--- config.mk ---
export PLATFORM = sky130hd
export DESIGN_NAME = ml_host_tx
export DESIGN_NICKNAME = d
export VERILOG_FILES = /design/src/rtl/ml_host_tx_pkg.sv /design/src/rtl/ml_host_tx.sv
export SDC_FILE = /design/constraint.sdc
export NUM_CORES = 1
export LEC_CHECK = 0
export ABC_AREA = 1
export CAP_MARGIN = 20
export CORE_MARGIN = 2
export CORE_UTILIZATION = 43
export DETAILED_ROUTE_END_ITERATION = 10
export PLACE_DENSITY_LB_ADDON = 0.08
export SLEW_MARGIN = 20
export SYNTH_ARGS = -nofsm -noshare
export SYNTH_HDL_FRONTEND = slang
export SYNTH_SLANG_ARGS = --single-unit
--- constraint.sdc ---
create_clock -name clock -period 2.2 [get_ports clock]
set_input_delay 0.44 -clock clock [delete_from_list [all_inputs] [get_ports clock]]
set_output_delay 0.44 -clock clock [all_outputs]
set_load 0.02 [all_outputs]
--- src/rtl/ml_host_tx_pkg.sv ---
// Shared definitions for the ML nibble-link host transmitter: state encoding,
// link output bundle with its reset values, and nibble-order helper.
package ml_host_tx_pkg;

  localparam int CNT_W = 8;

  typedef enum logic [3:0] {
    ST_IDLE,
    ST_CS_SU,
    ST_HI_CLK,
    ST_LO_SU,
    ST_LO_CLK,
    ST_HI_SU,
    ST_WAIT,
    ST_CS_HOLD,
    ST_GAP
  } state_e;

  typedef struct packed {
    logic       csb;
    logic       clk;
    logic [3:0] io_do;
    logic [3:0] io_oe;
    logic       busy;
  } link_out_t;

  localparam link_out_t LINK_RST = '{csb: 1'b1, clk: 1'b0, io_do: 4'h0, io_oe: 4'h0, busy: 1'b0};

  // High nibble travels first on the link.
  function automatic logic [3:0] pick_nibble(input logic [7:0] b, input logic hi);
    return hi ? b[7:4] : b[3:0];
  endfunction

endpackage

--- src/rtl/ml_host_tx.sv ---
// Host-side ML nibble-link transmitter: frames a byte stream as csb-low transfers,
// high nibble captured on ml_clk rise, low nibble on ml_clk fall.
module ml_host_tx
  import ml_host_tx_pkg::*;
#(
  parameter int DIV    = 4,
  parameter int CS_GAP = 4
) (
  input  logic       clock,
  input  logic       resetn,
  input  logic       in_valid,
  input  logic [7:0] in_data,
  input  logic       in_last,
  output logic       in_ready,
  output logic       busy,
  output logic       ml_csb,
  output logic       ml_clk,
  output logic [3:0] ml_io_do,
  output logic [3:0] ml_io_oe
);

  localparam logic [CNT_W-1:0] SEG_RELOAD = CNT_W'(DIV - 1);
  localparam logic [CNT_W-1:0] GAP_RELOAD = CNT_W'(CS_GAP - 1);

  state_e           r_state, w_state_nxt;
  logic [CNT_W-1:0] r_seg_cnt, w_seg_cnt_nxt;
  logic             r_hold_2nd, w_hold_2nd_nxt;
  logic [7:0]       r_byte, w_byte_nxt;
  logic             r_last;
  link_out_t        r_out, w_out_nxt;
  logic             w_seg_done;
  logic             w_accept;

  assign w_seg_done = (r_seg_cnt == '0);

  // NOTE: in_ready is gated by resetn directly so nothing is accepted on a reset edge.
  always_comb begin
    in_ready = 1'b0;
    if (resetn) begin
      case (r_state)
        ST_IDLE, ST_WAIT: in_ready = 1'b1;
        ST_LO_CLK:        in_ready = w_seg_done && !r_last;
        default:          in_ready = 1'b0;
      endcase
    end
  end

  assign w_accept   = in_valid && in_ready;
  assign w_byte_nxt = w_accept ? in_data : r_byte;

  // State register. NOTE: sequential state uses non-blocking assignments only.
  always_ff @(posedge clock) begin
    if (!resetn) begin
      r_state    <= ST_IDLE;
      r_seg_cnt  <= '0;
      r_hold_2nd <= 1'b0;
      r_byte     <= 8'h00;
      r_last     <= 1'b0;
      r_out      <= LINK_RST;
    end else begin
      r_state    <= w_state_nxt;
      r_seg_cnt  <= w_seg_cnt_nxt;
      r_hold_2nd <= w_hold_2nd_nxt;
      r_out      <= w_out_nxt;
      if (w_accept) begin
        r_byte <= in_data;
        r_last <= in_last;
      end
    end
  end

  // Next-state and segment timer. NOTE: every comb output gets a default first (no latches).
  always_comb begin
    w_state_nxt    = r_state;
    w_seg_cnt_nxt  = w_seg_done ? '0 : r_seg_cnt - 1'b1;
    w_hold_2nd_nxt = r_hold_2nd;
    case (r_state)
      ST_IDLE: if (w_accept) begin
        w_state_nxt   = ST_CS_SU;
        w_seg_cnt_nxt = SEG_RELOAD;
      end
      ST_CS_SU, ST_HI_SU: if (w_seg_done) begin
        w_state_nxt   = ST_HI_CLK;
        w_seg_cnt_nxt = SEG_RELOAD;
      end
      ST_HI_CLK: if (w_seg_done) begin
        w_state_nxt   = ST_LO_SU;
        w_seg_cnt_nxt = SEG_RELOAD;
      end
      ST_LO_SU: if (w_seg_done) begin
        w_state_nxt   = ST_LO_CLK;
        w_seg_cnt_nxt = SEG_RELOAD;
      end
      ST_LO_CLK: if (w_seg_done) begin
        if (r_last) begin
          w_state_nxt    = ST_CS_HOLD;
          w_seg_cnt_nxt  = SEG_RELOAD;
          w_hold_2nd_nxt = 1'b0;
        end else if (w_accept) begin
          w_state_nxt   = ST_HI_SU;
          w_seg_cnt_nxt = SEG_RELOAD;
        end else begin
          w_state_nxt = ST_WAIT;
        end
      end
      ST_WAIT: if (w_accept) begin
        w_state_nxt   = ST_HI_SU;
        w_seg_cnt_nxt = SEG_RELOAD;
      end
      // Hold csb low for two segments so the final fall is well inside the frame.
      ST_CS_HOLD: if (w_seg_done) begin
        w_seg_cnt_nxt = SEG_RELOAD;
        if (!r_hold_2nd) begin
          w_hold_2nd_nxt = 1'b1;
        end else begin
          w_state_nxt   = ST_GAP;
          w_seg_cnt_nxt = GAP_RELOAD;
        end
      end
      ST_GAP: if (w_seg_done) w_state_nxt = ST_IDLE;
      default: w_state_nxt = ST_IDLE;
    endcase
  end

  // Link outputs decoded from the next state, then registered with it.
  always_comb begin
    w_out_nxt = LINK_RST;
    case (w_state_nxt)
      ST_CS_SU, ST_HI_SU: begin
        w_out_nxt.csb   = 1'b0;
        w_out_nxt.io_do = pick_nibble(w_byte_nxt, 1'b1);
        w_out_nxt.io_oe = 4'hF;
        w_out_nxt.busy  = 1'b1;
      end
      ST_HI_CLK: begin
        w_out_nxt.csb   = 1'b0;
        w_out_nxt.clk   = 1'b1;
        w_out_nxt.io_do = pick_nibble(w_byte_nxt, 1'b1);
        w_out_nxt.io_oe = 4'hF;
        w_out_nxt.busy  = 1'b1;
      end
      ST_LO_SU: begin
        w_out_nxt.csb   = 1'b0;
        w_out_nxt.clk   = 1'b1;
        w_out_nxt.io_do = pick_nibble(w_byte_nxt, 1'b0);
        w_out_nxt.io_oe = 4'hF;
        w_out_nxt.busy  = 1'b1;
      end
      ST_LO_CLK, ST_WAIT, ST_CS_HOLD: begin
        w_out_nxt.csb   = 1'b0;
        w_out_nxt.io_do = pick_nibble(w_byte_nxt, 1'b0);
        w_out_nxt.io_oe = 4'hF;
        w_out_nxt.busy  = 1'b1;
      end
      ST_GAP:  w_out_nxt.busy = 1'b1;
      default: w_out_nxt = LINK_RST;
    endcase
  end

  assign busy     = r_out.busy;
  assign ml_csb   = r_out.csb;
  assign ml_clk   = r_out.clk;
  assign ml_io_do = r_out.io_do;
  assign ml_io_oe = r_out.io_oe;

endmodule
---- Yosys cells after proc, flatten, opt, wreduce, memory -nomap -nowiden ----
Index checks and enable logic that the tools add are counted.
storage, ports and cells
  register bits after elaboration ......... 33
  latch bits .............................. 0
  memory bits (writable) .................. 0
  bits in read-only memories .............. 0
  input bits .............................. 12
  output and inout bits ................... 12
  logic and storage cells ................. 74
  memories ................................ 0
operators by class
  add/sub/neg operators ................... 1
  multipliers ............................. 0
  divide/modulo/power cells ............... 0
  $lt $le $gt $ge ......................... 0
  equal/unequal tests ..................... 19
  shifts and indexed selects .............. 0
  multiplexer cells ....................... 29
  bitwise gates (word level) .............. 0
  reduce and logical (&&, ||, !) cells .... 15
operators with widths
  operator             count
  $mux 8               6
  $mux 4               9
  $eq 4x3->1 const B   8
  $pmux 4 s8           1
  $pmux 8 s3           1
  $eq 4x2->1 const B   4
  $pmux 8 s2           1
  $eq 4x1->1 const B   2
  $eq 4x4->1 const B   2
  $logic_not 8->1      1
  $reduce_or 8->1      1
  $sub 8x1->8 const B  1
  $mux 1               7
  $reduce_or 7->1      1
  $ne 2x2->1 const B   3
  $reduce_or 2->1      3
  $reduce_or 5->1      1
  $logic_not 4->1      1
  $mux 2               2
  $pmux 1 s2           2
  $reduce_and 4->1     1
  $reduce_or 4->1      1
  $reduce_or 3->1      1
  $logic_and 1x1->1    2
  other kinds (2)      2

---- Depth between registers and ports, before layout ----
Gate-level depths: netlist of the first run.
  depth after elaboration ................. 12
  mapped depth ............................ 16
  mapped depth without buffers ............ 16

---- Worst setup path after synthesis of the first run ----
Ideal clock, no wire load.
  path type ............................... flip-flop to output port
  start point ............................. reg r_seg_cnt[0]
  end point ............................... out in_ready
  data arrival time ....................... 1.228 ns
  required time ........................... 1.760 ns
  setup slack ............................. 0.532 ns
  cell stages (with the launch flop) ...... 7
  path buffers ............................ 0
  path through ............................ dfxtp_1 > inv_1 > ha_1 > nand2_1 > nor2_2 > nand2_2 > a21oi_2
between the ends
  word-level cells in the longest chain between the ends .. 4
RTL lines
  element                 RTL line          source
  from (decl)             ml_host_tx.sv:26  logic [CNT_W-1:0] r_seg_cnt, w_seg_cnt_nxt;
  from (signal assigned)  ml_host_tx.sv:62  r_seg_cnt <= w_seg_cnt_nxt;
  $logic_not 8->1         ml_host_tx.sv:34  assign w_seg_done = (r_seg_cnt == '0);
  $logic_and 1x1->1       ml_host_tx.sv:42  ST_LO_CLK: in_ready = w_seg_done && !r_last;
  $pmux 1 s2              ml_host_tx.sv:40  case (r_state)
  $mux 1                  ml_host_tx.sv:39  if (resetn) begin
  to (decl)               ml_host_tx.sv:14  output logic in_ready,
Every way passes these cells.

---- Final worst setup path of the first run ----
  start point ............................. reg r_state[0]
  end point ............................... out in_ready
between the ends
  word-level cells in the longest chain between the ends .. 4
  elaborated cells between the ends (all ways) .. 6
  those cells by class .................... eq/ne (2); mux (2); reduce/logical (2)
RTL lines
  element                                               RTL line          source
  from (decl)                                           ml_host_tx.sv:25  state_e r_state, w_state_nxt;
  from (signal assigned)                                ml_host_tx.sv:61  r_state <= w_state_nxt;
  $eq 4x3->1 / $logic_not 4->1 (equally long branches)  ml_host_tx.sv:40
  $reduce_or 2->1 (no line)                             --
  $pmux 1 s2 *                                          ml_host_tx.sv:40
  $mux 1 *                                              ml_host_tx.sv:39
Mark *: on every way between the ends. The rest lies on a longest branch, timed or not.

==> results of run 1 <==
what timing repair did:
| action | 4_1_cts | 5_1_grt |
|---|---|---|
| cloned | 0 | 0 |
| setup endpoints to repair | 1 | 1 |
| pin swaps | 0 | 0 |
| hold buffers | 0 | 0 |
| gates resized for setup | 2 | 2 |
state kept, by name, summed over array words and instances, names as in the netlist:
register	cells
busy	1
ml_clk	1
ml_csb	1
ml_io_do	4
ml_io_oe	1
r_byte	8
r_hold_2nd	1
r_last	1
r_seg_cnt	8
r_state	4
tightest hold or removal path, cell delays in order, from the launching register on:
cell and delay, ns:
dfxtp_1 0.31, nand3_1 0.07, nand2_1 0.05
power groups by stage:
| stage | logic, mW | registers [mW] | clock network, mW |
|---|---|---|---|
| 6_report | 1.26 | 0.762 | 0.352 |
| 2_1_floorplan | 0.915 | 0.814 | 0 |
| 3_3_place_gp | 1.26 | 0.770 | 0 |
| 3_5_place_dp | 1.27 | 0.776 | 0 |
| 5_1_grt | 1.42 | 0.779 | 0.396 |
| 4_1_cts | 1.27 | 0.763 | 0.367 |
cells in the final DEF (no fill, tap or decap), drive strengths merged:
| cell | count |
|---|---|
| clkinvlp | 1 |
| nand2 | 54 |
| o21a | 1 |
| dfxtp | 30 |
| nand3 | 31 |
| xnor2 | 2 |
| xor2 | 4 |
| inv | 21 |
| o31ai | 2 |
| buf | 7 |
| clkinv | 1 |
| o2111ai | 1 |
| a41oi | 1 |
| ha | 2 |
| clkdlybuf4s50 | 22 |
| clkbuf | 7 |
| or3 | 1 |
| nand4 | 2 |
| o21ai | 5 |
| nor3 | 2 |
| a21oi | 7 |
| o211ai | 3 |
| nor2 | 24 |
logic make-up after synthesis:
family | after synthesis
AND/OR/NAND/NOR | 114
flip-flops | 30
buffers and inverters | 29
AO/OA/AOI/OAI | 20
XOR/XNOR | 6
adder cells (fa/ha/maj) | 2
stage by stage:
| stage | util, % | instances | total power, mW | setup slack, ns | hold WS (ns) |
|---|---|---|---|---|---|
| after global routing | 55.9 | 277 | 2.60 | 0.0104 | 0.495 |
| after floorplan | - | 201 | 1.73 | 0.532 | 0.446 |
| after global placement | 54.1 | 269 | 2.03 | 0.0499 | 0.459 |
| final | 55.9 | 277 | 2.37 | 0.176 | 0.475 |
| after detailed placement | 54.1 | 269 | 2.04 | 0.0515 | 0.462 |
| after CTS | 56.0 | 277 | 2.41 | 0.0162 | 0.477 |
final timing paths:
kind | endpoint | startpoint | cells past startpoint | slack (ns)
max | in_ready | r_state[0]$_SDFF_PN0_ | 6 | 0.18
min | r_byte[0]$_SDFF_PN0_ | r_byte[0]$_SDFF_PN0_ | 2 | 0.48
max reg2reg | ml_io_do[2]$_SDFF_PN0_ | r_seg_cnt[1]$_SDFF_PN0_ | 11 | 0.26
min reg2reg | r_byte[0]$_SDFF_PN0_ | r_byte[0]$_SDFF_PN0_ | 2 | 0.48
cell type report:
cell class,instances,area share [%]
inverter,21,4.16
timing repair buffer,30,14.7
clock buffer,6,2.71
tap,46,3.04
sequential,30,31.8
clock inverter,2,0.661
multi-input combinational,142,43.0
synth_stat cells, types with 4 or more instances:
cell,count,area (um2)
nand2_1,43,161
dfxtp_1,30,601
nand3_1,25,125
nor2_1,19,71.3
inv_1,17,63.8
nand2_4,6,67.6
nand2_2,5,31.3
nand3_2,5,50.1
o21ai_0,5,25.0
a21oi_1,4,20.0
inv_2,4,15.0
xor2_1,4,35.0
metal layers:
metal	part of all wire (%)	vias to the layer above	routed length [um]
met5	0	-	0
met4	1.4	0	46
met3	4.4	5	143
met2	50	32	1620
met1	44	598	1440
li1	-	705	-
==> reports/results.ini, run 1 <==
[cts]
clkSinkCount = 30
worstSkewPairLatency_ns = 0.33
root_buffer = clkbuf_4
cts_tree = built
numCtsBuffers = 5
h-tree-depth = 2
clock_path_buffers = 2
postCtsSetupBuffers = 0
clkSlewWorstSetupHoldPaths_ns = 0.10

[layout]
nFillCells = 340
nets = 244
syn2layout_area_growth_pct = 22.5
num_antenna_cells = 0
design_area_um2 = 1890
multi_input_area_um2 = 813
regArea_um2 = 602
drive_above_1_share_pct = 19.9

[placement]
post_dp_cell_area_um2 = 1830
place.gp.congestion = 0.973
dp_hpwl_um = 2560
io_buffers = 23

[yosys]
ys_warn_count = 0
synth_compound_area_share_pct = 9.15
synth_fp_nets = 215
synthSimpleGateAreaFrac_pct = 38.5
muxShareOfSynthArea_pct = 0
synth_edf_count = 0
avgSynthCellArea_um2 = 7.69
ys_types = 31
ys_async_sr_fraction_pct = 0
ys_seq_elements = 30
ys_seq_area_share_pct = 38.9
synthAdderAreaFrac_pct = 1.62
ys.flop_type = dfxtp_1
synth_top_family_by_area = simple AND/OR/NAND/NOR gates
syn-cell-area_um2 = 1550
synthXorXnorAreaFrac_pct = 3.40
netlist_instances = 201

[sta]
rsz0062_at_grt = false
slew_headroom_pct = 70.4
finalCritPeriodShare_pct = 92.0
tns_ns = 0
tightest_slew_ns = 0.440
min_period_ns = 2.02
clock.fmax_mhz = 494
report.final.slew_viol_count = 0
fin_skew_ns = 0.00617
hold_viol = 0
setup_viol = 0

[worst_setup_path]
startpoint_type = register
worstPathCellList = nor2_1 > nand2_2 > nor2_2 > nand2_2 > a21oi_2 > clkbuf_2
critical_path_class = reg2out
critPathCaptureType = output pin
slowest_stage = dfxtp_1
crit_fanout = 5
path_buf_inv = 1
slowest_delay_ns = 0.38
crit_required_ns = 1.76
crit_path_frequent_cell = nand2_2
cp_top_family = simple AND/OR/NAND/NOR gates
arrival_ns = 1.58

[global_route]
grt_pass1_vias = 1355
gr-max-usage-layer = met2
use_met1_pct = 22.0
grt_max_degree = 19
use_met3_pct = 4.05
grt_pass1_wl_um = 5890
track_usage_pct = 18.3
overflow = 0
grt_use_met2_pct = 30.7
antenna_found_initial = 0

[power_and_ir_drop]
power_leakage_nw = 0.870
netSwitchingFraction_pct = 43.9
pwr-share-seq_pct = 32.2
power.density_nw_per_um2 = 1250
p_int_mw = 1.33
switchingPower_mw = 1.04
clkPwrFrac_pct = 14.8
peakVddDrop_uv = 541
pwr-share-comb_pct = 53.0

[routing]
drtIter0Drc = 43
drc = 0
wirelength_um = 3250
avgRoutedWirePerCell_um = 11.7
first_pass_iters = 4
vias_per_cell = 4.84
num_vias = 1340
drtAntennaViolNets = 0

[floorplan]
fp.dieArea_um2 = 4090
fp.dieH_um = 63.9
ioPinCount = 24
initial_core_util_pct = 45.6
coreArea_um2 = 3390
dieWidth_um = 63.9
num_rows = 21

[hold_path]
hold_class = reg2reg

[flow_run]
max_cap_viol_count = 0

[run_status]
status = complete, no violations

Note: power is estimated with default switching activity, not from simulation.
==> run 2, diff against run 1 <==
--- a/config.mk
+++ b/config.mk
@@ -10,6 +10,7 @@
 export CORE_MARGIN = 2
 export CORE_UTILIZATION = 43
 export DETAILED_ROUTE_END_ITERATION = 10
+export DONT_BUFFER_PORTS = 1
 export PLACE_DENSITY_LB_ADDON = 0.08
 export SLEW_MARGIN = 20
 export SYNTH_ARGS = -nofsm -noshare
==> reports/results.ini, run 2 (synthesis gave the netlist of run 1 again) <==
[worst_setup_path]
arrival_ns = 1.64  ; +0.06 ns
critPathCaptureType = output pin
critical_path_class = reg2out
crit_required_ns = 1.76  ; about the same
crit_fanout = 9  ; +4
startpoint_type = register

[floorplan]
coreArea_um2 = 3390  ; unchanged
num_rows = 21  ; unchanged
fp.dieH_um = 63.9  ; unchanged
dieWidth_um = 63.9  ; unchanged
fp.dieArea_um2 = 4090  ; unchanged
initial_core_util_pct = 45.6  ; unchanged
ioPinCount = 24  ; unchanged

[global_route]
antenna_found_initial = 0  ; unchanged
grt_pass1_wl_um = 5450  ; -7.4%
track_usage_pct = 17.6  ; -0.76 points
overflow = 0  ; unchanged
grt_pass1_vias = 1209  ; -11%
grt_max_degree = 20  ; +1

[cts]
worstSkewPairLatency_ns = 0.34  ; about the same
cts_tree = built
clkSinkCount = 30  ; unchanged
root_buffer = clkbuf_4
clock_path_buffers = 2  ; unchanged
hold_buffers = 0  ; unchanged
numCtsBuffers = 5  ; unchanged
h-tree-depth = 2  ; unchanged
clkSlewWorstSetupHoldPaths_ns = 0.10  ; about the same

[sta]
clock.fmax_mhz = 480  ; -2.8%
min_period_ns = 2.08  ; +0.0577 ns
fin_skew_ns = 0.00942  ; +0.00326 ns
finalCritPeriodShare_pct = 94.6  ; +2.6 points
slew_headroom_pct = 49.2  ; -21 points
report.final.slew_viol_count = 0  ; unchanged
tns_ns = 0  ; unchanged
hold_viol = 0  ; unchanged
setup_viol = 0  ; unchanged
tightest_slew_ns = 0.761  ; +0.321 ns

[layout]
layout_common_cells = 43 x nand2_1, 30 x dfxtp_1, 25 x nand3_1
syn2layout_area_growth_pct = 7.69
fin_util_pct = 49.1  ; -6.8 points
drive_above_1_share_pct = 20.8  ; +0.86 points
design_area_um2 = 1660  ; -12%
num_antenna_cells = 0  ; unchanged
biggestRegsByFlops = r_byte x8, r_seg_cnt x8
nets = 220  ; -9.8%
stdcell_count = 253  ; -8.7%
final_common_cell = nand2_1

[power_and_ir_drop]
power_leakage_nw = 0.780  ; -10%
clkPwrFrac_pct = 15.5  ; +0.7 points
power.density_nw_per_um2 = 1370  ; +9.7%
p_int_mw = 1.25  ; -6.0%
p_total_mw = 2.28  ; -3.6%
pwr-share-seq_pct = 37.2  ; +5.0 points
pwr-share-comb_pct = 47.4  ; -5.6 points
netSwitchingFraction_pct = 45.2  ; +1.4 points
switchingPower_mw = 1.03  ; -0.57%
peakVddDrop_uv = 477  ; -12%

[placement]
io_buffers = 0  ; -100%
place.gp.congestion = 0.875  ; -10%
post_dp_cell_area_um2 = 1590  ; -13%
dp_hpwl_um = 2370  ; -7.4%
placedCellCount = 244  ; -9.3%

[routing]
avgRoutedWirePerCell_um = 12.8  ; +9.0%
num_vias = 1308  ; -2.4%
vias_per_cell = 5.17  ; +6.9%
drc = 0  ; unchanged
drtIter0Drc = 46  ; +7.0%
drtAntennaViolNets = 0  ; unchanged
wirelength_um = 3240  ; -0.46%
first_pass_iters = 4  ; unchanged

[run_status]
status = complete, no violations

[flow_run]
max_cap_viol_count = 0  ; unchanged

[hold_path]
hold_class = in2reg

-- run 2: cell count changes in the layout (fill, tap and decap cells not counted) --
cell and delta:
nor2_2 -1, nor2_4 +1, clkbuf_2 -1, dfxtp_1 +1, buf_4 -1, clkdlybuf4s50_1 -22
dfxtp_2 -1
-- run 2: layout make-up --
class | count | area, um2
clock buffers | 6 | 51.3
flip-flops and latches | 30 | 601
fillers | 332 | 1730
repair buffers | 6 | 45.0
inverters | 21 | 78.8
multi-input cells | 142 | 818
well taps | 46 | 57.6
clock inverters | 2 | 12.5
-- run 2: power groups by stage --
stage | combinational [mW] | sequential, mW | clock, mW
detailed placement | 1.03 | 0.864 | 0
finish | 1.08 | 0.849 | 0.353
CTS | 1.06 | 0.852 | 0.371
global placement | 1.04 | 0.862 | 0
floorplan | 0.915 | 0.814 | 0
global route | 1.21 | 0.868 | 0.397
-- run 2: per-layer routing --
layer / track usage (%) / wire, um / up-vias
met2: 28.6 / 1650 / 34
met4: 8.42 / 37 / 0
met1: 20.2 / 1380 / 611
met5: 0 / 0 / -
li1: - / - / 659
met3: 6.51 / 176 / 4
-- run 2: repair_timing --
item,CTS,global route
pin swaps,0,1
endpoints found under the hold margin,0,0
buffers inserted,0,1
endpoints found under the setup margin,1,1
resized for setup,1,0
-- run 2: critical path: stages (launching register included) --
cell and delay [ns]:
dfxtp_1 0.45, inv_1 0.11, nor2_4 0.13, nand2_1 0.08, nand2_2 0.11, inv_2 0.07
a21oi_2 0.13, buf_4 0.21
-- run 2: path summary, 6_finish.rpt --
check | slack (ns) | to | startpoint | cells after the start
setup / recovery | 0.12 | in_ready | r_state[1]$_SDFF_PN0_ | 7
hold / removal | 0.18 | ml_csb$_SDFF_PN1_ | resetn | 1
setup reg to reg | 0.30 | ml_io_do[1]$_SDFF_PN0_ | r_state[3]$_SDFF_PN0_ | 13
hold reg to reg | 0.47 | r_byte[4]$_SDFF_PN0_ | r_byte[4]$_SDFF_PN0_ | 2
-- run 2: through the flow --
step	hold slack, ns	setup slack (ns)
2_1_floorplan	0.446	0.532
3_3_place_gp	0.462	0.217
3_5_place_dp	0.463	0.158
4_1_cts	0.165	0.00754
5_1_grt	0.163	-0.0108
6_report	0.181	0.119
